$ cat src/rtl/button_conditioner.sv
// Push-button front end: per-channel synchronizer, debounce FSM and repeat timer.
// Emits debounced level, single press pulse and auto-repeat pulse per channel.
module button_conditioner #(
    parameter int NUM_BTN         = 5,
    parameter int DEBOUNCE_CYCLES = 2500000,
    parameter int REPEAT_DELAY    = 50000000,
    parameter int REPEAT_PERIOD   = 10000000,
    parameter int CNT_W           = 26
) (
    input  logic               clk,
    input  logic               rst,
    input  logic [NUM_BTN-1:0] btn_in,
    output logic [NUM_BTN-1:0] db,
    output logic [NUM_BTN-1:0] scen,
    output logic [NUM_BTN-1:0] mcen
);

    typedef enum logic [2:0] {
        INI,
        WQ,
        PRESS,
        HOLD,
        REPEAT,
        WR
    } state_t;

    localparam logic [CNT_W-1:0] DB_LAST = CNT_W'(DEBOUNCE_CYCLES - 1);
    localparam logic [CNT_W-1:0] RD_LAST = CNT_W'(REPEAT_DELAY - 1);
    localparam logic [CNT_W-1:0] RP_LAST = CNT_W'(REPEAT_PERIOD - 1);
    localparam logic [CNT_W-1:0] ONE     = CNT_W'(1);

    for (genvar i = 0; i < NUM_BTN; i++) begin : g_ch
        logic             s1;
        logic             s2;
        state_t           st;
        state_t           st_nx;
        logic [CNT_W-1:0] cnt;
        logic [CNT_W-1:0] cnt_nx;

        always_ff @(posedge clk or posedge rst) begin
            if (rst) begin
                s1  <= 1'b0;
                s2  <= 1'b0;
                st  <= INI;
                cnt <= '0;
            end else begin
                s1  <= btn_in[i];
                s2  <= s1;
                st  <= st_nx;
                cnt <= cnt_nx;
            end
        end

        always_comb begin
            st_nx  = st;
            cnt_nx = cnt;
            unique case (st)
                INI: begin
                    if (s2) begin
                        st_nx  = WQ;
                        cnt_nx = '0;
                    end
                end
                WQ: begin
                    if (!s2) begin
                        st_nx = INI;
                    end else if (cnt == DB_LAST) begin
                        st_nx = PRESS;
                    end else begin
                        cnt_nx = cnt + ONE;
                    end
                end
                PRESS: begin
                    st_nx  = HOLD;
                    cnt_nx = '0;
                end
                HOLD: begin
                    if (!s2) begin
                        st_nx  = WR;
                        cnt_nx = '0;
                    end else if (cnt == RD_LAST) begin
                        st_nx  = REPEAT;
                        cnt_nx = '0;
                    end else begin
                        cnt_nx = cnt + ONE;
                    end
                end
                REPEAT: begin
                    if (!s2) begin
                        st_nx  = WR;
                        cnt_nx = '0;
                    end else if (cnt == RP_LAST) begin
                        cnt_nx = '0;
                    end else begin
                        cnt_nx = cnt + ONE;
                    end
                end
                WR: begin
                    // A high sample here is release chatter: resume holding, no new press.
                    if (s2) begin
                        st_nx  = HOLD;
                        cnt_nx = '0;
                    end else if (cnt == DB_LAST) begin
                        st_nx = INI;
                    end else begin
                        cnt_nx = cnt + ONE;
                    end
                end
                default: begin
                    st_nx  = INI;
                    cnt_nx = '0;
                end
            endcase
        end

        assign db[i]   = (st == PRESS) || (st == HOLD) ||
                         (st == REPEAT) || (st == WR);
        assign scen[i] = (st == PRESS);
        assign mcen[i] = (st == PRESS) ||
                         ((st == REPEAT) && (cnt == RP_LAST) && s2);
    end

endmodule

$ cat config.mk
export PLATFORM = sky130hd
export DESIGN_NAME = button_conditioner
export DESIGN_NICKNAME = d
export VERILOG_FILES = /design/src/rtl/button_conditioner.sv
export SDC_FILE = /design/constraint.sdc
export NUM_CORES = 1
export LEC_CHECK = 0
export CORE_AREA = 4 4 174 126
export CTS_CLUSTER_SIZE = 14
export DETAILED_ROUTE_END_ITERATION = 7
export DIE_AREA = 0 0 178 130
export GPL_TIMING_DRIVEN = 0
export HOLD_SLACK_MARGIN = 0.05
export PLACE_DENSITY = 0.8
export SLEW_MARGIN = 15
export SYNTH_ARGS = -nofsm -noshare
export SYNTH_HDL_FRONTEND = slang
export SYNTH_SLANG_ARGS = --single-unit
$ cat constraint.sdc
create_clock -name clk -period 4.8 [get_ports clk]
set_input_delay 0.72 -clock clk [delete_from_list [all_inputs] [get_ports clk]]
set_output_delay 0.72 -clock clk [all_outputs]
set_load 0.02 [all_outputs]
Word-level counts from Yosys, hierarchy flattened --
Cells that the tools add are included.
Operators by class: add/subtract/negate cells 5, multiplexer cells 90, reduce and logical (&&, ||, !) cells 45, eq/ne operators 70
Operators by type and width (count):
- $mux W26 | 40
- $pmux W26 S5 | 5
- $add A26 B1 Y26 const B | 5
- $eq A26 B22 Y1 const B | 5
- $eq A26 B24 Y1 const B | 5
- $eq A26 B26 Y1 const B | 5
- $mux W3 | 40
- $pmux W3 S6 | 5
- $ne A3 B3 Y1 const B | 15
- $eq A3 B2 Y1 const B | 10
- $eq A3 B3 Y1 const B | 10
- $ne A2 B2 Y1 const B | 15
- $reduce_and A5 Y1 | 5
- $logic_or A1 B1 Y1 | 20
- $eq A3 B1 Y1 const B | 5
- $logic_not A3 Y1 | 5
- $logic_and A1 B1 Y1 | 10
- $reduce_and A2 Y1 | 5
Storage, ports and cells: logic and storage cells 230, flip-flop bits (word level) 155, output and inout port bits 15, input bits 7

Depth between registers and ports, before layout --
depth after elaboration 4, gate-level depth with buffers 10, depth with buffers taken out 7

Worst setup path before layout --
Ideal clock, no wire load.
kind reg-to-output, start point register g_ch[1].cnt[7], end point output port mcen[1], arrival 2.365 ns, slack 1.715 ns, required time 4.080 ns, stages on the path, launching flop included 5, cells stage by stage dfrtp_1 -> or4b_1 -> or4_4 -> or4_2 -> a21oi_1
Between the ends: cells in the longest elaborated chain, start to end 4
Ends and longest elaborated chain:
- from (decl) | line 37 | logic [CNT_W-1:0] cnt;
- from (signal assigned) | line 50 | cnt <= cnt_nx;
- $eq A26 B24 Y1 | line 120 | ((st == REPEAT) && (cnt == RP_LAST) && s2);
- $logic_and A1 B1 Y1 (2 in series) | line 120
- $logic_or A1 B1 Y1 | line 119 | assign mcen[i] = (st == PRESS) ||
- to (decl) | line 15 | output logic [NUM_BTN-1:0] mcen
Every way passes these cells.

Worst setup path in the final report --
Same ends and word-level chain as after synthesis.

==> metrics <==
vias in the first global route 8825; largest net degree at the start of global routing 35; clk_lat worst skew 0.43 ns; Setup CP Type reg2out; width of the die 178 microns; Die Y 130 microns; Post-CTS Resized 0; Routed WL 26620 microns; Worst EP required 4.08 ns; Slew @ Worst Pin 1.044 ns; Slew Limit Headroom 29.45%; # Post-CTS Setup Buffers 0; Async SR Flop Fraction 100.0%; initial antenna violation count 0; Max Fanout on Critical Path 7; Inst Count DP 1497; hold_sp g_ch[2].s1; Clock Pin Slew Worst Setup and Hold Paths 0.06 ns; Synthesized Nets 1209; Mapped Avg Cell Area 8.357 sq um; PortBufs 21; area leader, netlist dfrtp_1; Final GP Congestion 0.9721; Worst Setup End Kind primary output; leading post-synthesis cells by cell area dfrtp_1, nand2_1, nand3_1, a31oi_1, a21oi_1; final net count 1253; per-cell routed wire length 17.41 microns; Post-synth EDFFs 0; Syn-to-layout area delta 12.13%; fin crit share 85.34%; antenna fix cells 0; final setup skew 0.01130 ns; Yosys cell types 78; Fill cells 1798; Tmin final 4.096 ns; r2r startpoint g_ch[4].cnt[0]; top_reg_cell synth dfrtp_1; Placeable Area 20310 sq um; DRC viols 0; Final Hold Vio Count 0; Detailed Route Iter0 Violations 1198; CP startpoint kind flop; Power Density 261.6 nW/um^2; Synth Register Bits 155; CP arrival 3.38 ns; routed vias 10090; total gr overflow 0; Ys Warns 0; DP HPWL 18600 microns; Leakage 4.449 nW; Root Buffer clkbuf_16; cell count after synthesis 1196; Cell Area, Synth 9995 sq um; H-Tree Depth 4; Seq. cell area 3879 sq um; fin cells 1529; post-synthesis sequential area ratio 38.81%; Post-CTS Hold Buffers 0; HP Class reg2reg; gr usage total 22.81%; max_cap viols 0; critical path startpoint g_ch[1].cnt[7]; Die ar. 23140 sq um; Starting Density 49.20%; Setup violations, final 0; clk sink count 155; unrepaired setup endpoints after global routing false; setup TNS 0 ns; share of the synthesized area in the top cell type 38.81%; Vias/cell 6.601; Peak supply drop 0.2507 mV; CTS tree done; Detail Route Antenna Nets 0; num rows 44; first-pass GRT wire length 43940 microns; max-slew violations 0; num ports 22; Num CTS Buffers 17; status complete, no violations; area of the multi-input gates 5613 sq um; layout cells sized above 1 6.704%; Peak Freq 0.2441 GHz; Max clock buf depth 2; drt pass-1 iters 6
## state kept, by name, indices dropped and copies added (netlist names)
name      flops
g_ch.s2       5
g_ch.cnt    130
g_ch.st      15
g_ch.s1       5
## worst paths after layout
path	to	slack, ns	depth (start not counted)
max	mcen[1]	0.70	5
min	g_ch[2].s2	0.35	0
max reg2reg	g_ch[4].cnt[25]	1.48	8
min reg2reg	g_ch[2].s2	0.35	0
max in group asynchronous	g_ch[4].s1	2.96	5
min in group asynchronous	g_ch[3].cnt[11]	0.78	2
## area by class of cell
cell class                 instances  area share (%)
buffer                            70           3.070
clock buffer                      20           3.986
clock inverter                    12           1.038
inverter                          45           1.541
multi-input combinational        926           50.08
sequential                       155           34.61
tap                              276           3.081
timing repair buffer              25           2.590
## cell usage after synthesis (4+ instances only)
cell / number
a32oi_1: 4
or4_1: 10
nor2b_1: 12
dfrtp_1: 155
clkbuf_1: 50
a41oi_1: 14
or2_2: 11
ha_1: 6
buf_6: 5
o21ai_0: 61
a31oi_1: 59
nand4_1: 52
nand2_1: 112
nor4bb_1: 6
o21a_1: 4
and2_1: 20
nor3b_1: 4
o211ai_1: 14
nor3_1: 28
nor4_1: 11
a211o_1: 5
nand3_1: 82
o22ai_1: 16
mux2i_1: 12
or3_1: 22
nor4b_1: 13
inv_1: 45
a21oi_1: 70
nor2_1: 80
o31ai_1: 14
and4_1: 17
o311ai_0: 10
nand3b_1: 5
and4b_1: 7
and3_1: 37
a21o_1: 19
o2111ai_1: 4
buf_2: 5
nand2b_1: 16
a22o_1: 17
## logic make-up (layout without fill, tap and decap cells)
| kind of cell | count (synthesis) | after routing | share of synthesized area (%) |
|---|---|---|---|
| buffers and inverters | 115 | 172 | 5.132 |
| AOI/OAI and AO/OA | 342 | 342 | 22.53 |
| xor gates and xnor gates | 4 | 4 | 0.3506 |
| muxes | 15 | 15 | 1.540 |
| adders and majority gates | 7 | 7 | 0.8638 |
| DFF | 155 | 155 | 38.81 |
| and+or+nand+nor | 558 | 558 | 30.77 |
## where the power goes
| group | total [mW] | switching, mW | internal, mW |
|---|---|---|---|
| combinational | 0.262 | 0.170 | 0.0916 |
| sequential | 1.37 | 0.0354 | 1.34 |
| clock | 1.30 | 0.567 | 0.731 |
| total | 2.93 | 0.772 | 2.16 |
## through the flow
stage	setup WS (ns)	hold WS (ns)	total power, mW	cell area [sq um]	util, %
CTS	0.7155	0.3483	2.952	11210	55.17
detailed placement	1.188	0.3347	1.653	10640	52.40
global placement	0.7027	0.3311	1.637	10550	51.95
finish	0.7035	0.3473	2.932	11210	55.17
floorplan	1.715	0.3312	1.573	9998	-
global route	0.6362	0.3539	3.054	11210	55.17
## critical path, cell delays in order (launching register included)
cell             delay [ns]
dfrtp_1                0.46
or4b_1                 0.56
or4_4                  0.54
or4_2                  0.57
a21oi_1                0.18
clkdlybuf4s50_1        0.62
## cell usage in the layout, fill, tap and decap left out, drive strengths merged, types with 13 or more instances in the layout
| cell type | count |
|---|---|
| nor4b | 13 |
| nand2 | 112 |
| nor3 | 30 |
| nor2 | 81 |
| inv | 46 |
| and3 | 37 |
| buf | 20 |
| a31oi | 59 |
| clkdlybuf4s50 | 21 |
| o21ai | 65 |
| dfrtp | 155 |
| nand3 | 82 |
| nor4 | 13 |
| nand4 | 52 |
| or3 | 22 |
| a21oi | 71 |
| a22o | 17 |
| and4 | 19 |
| nand2b | 16 |
| o31ai | 14 |
| and2 | 20 |
| clkbuf | 72 |
| a41oi | 14 |
| o22ai | 17 |
| o211ai | 14 |
| a21o | 19 |
## per-layer routing
metal | GRT usage [%] | up-vias | routed length (microns)
met5 | 0 | - | 0
met4 | 5.045 | 0 | 360
met3 | 5.155 | 47 | 2736
met2 | 31.63 | 606 | 10800
met1 | 36.02 | 4788 | 12720
li1 | - | 4652 | -
Note: power is estimated with default switching activity, not from simulation.
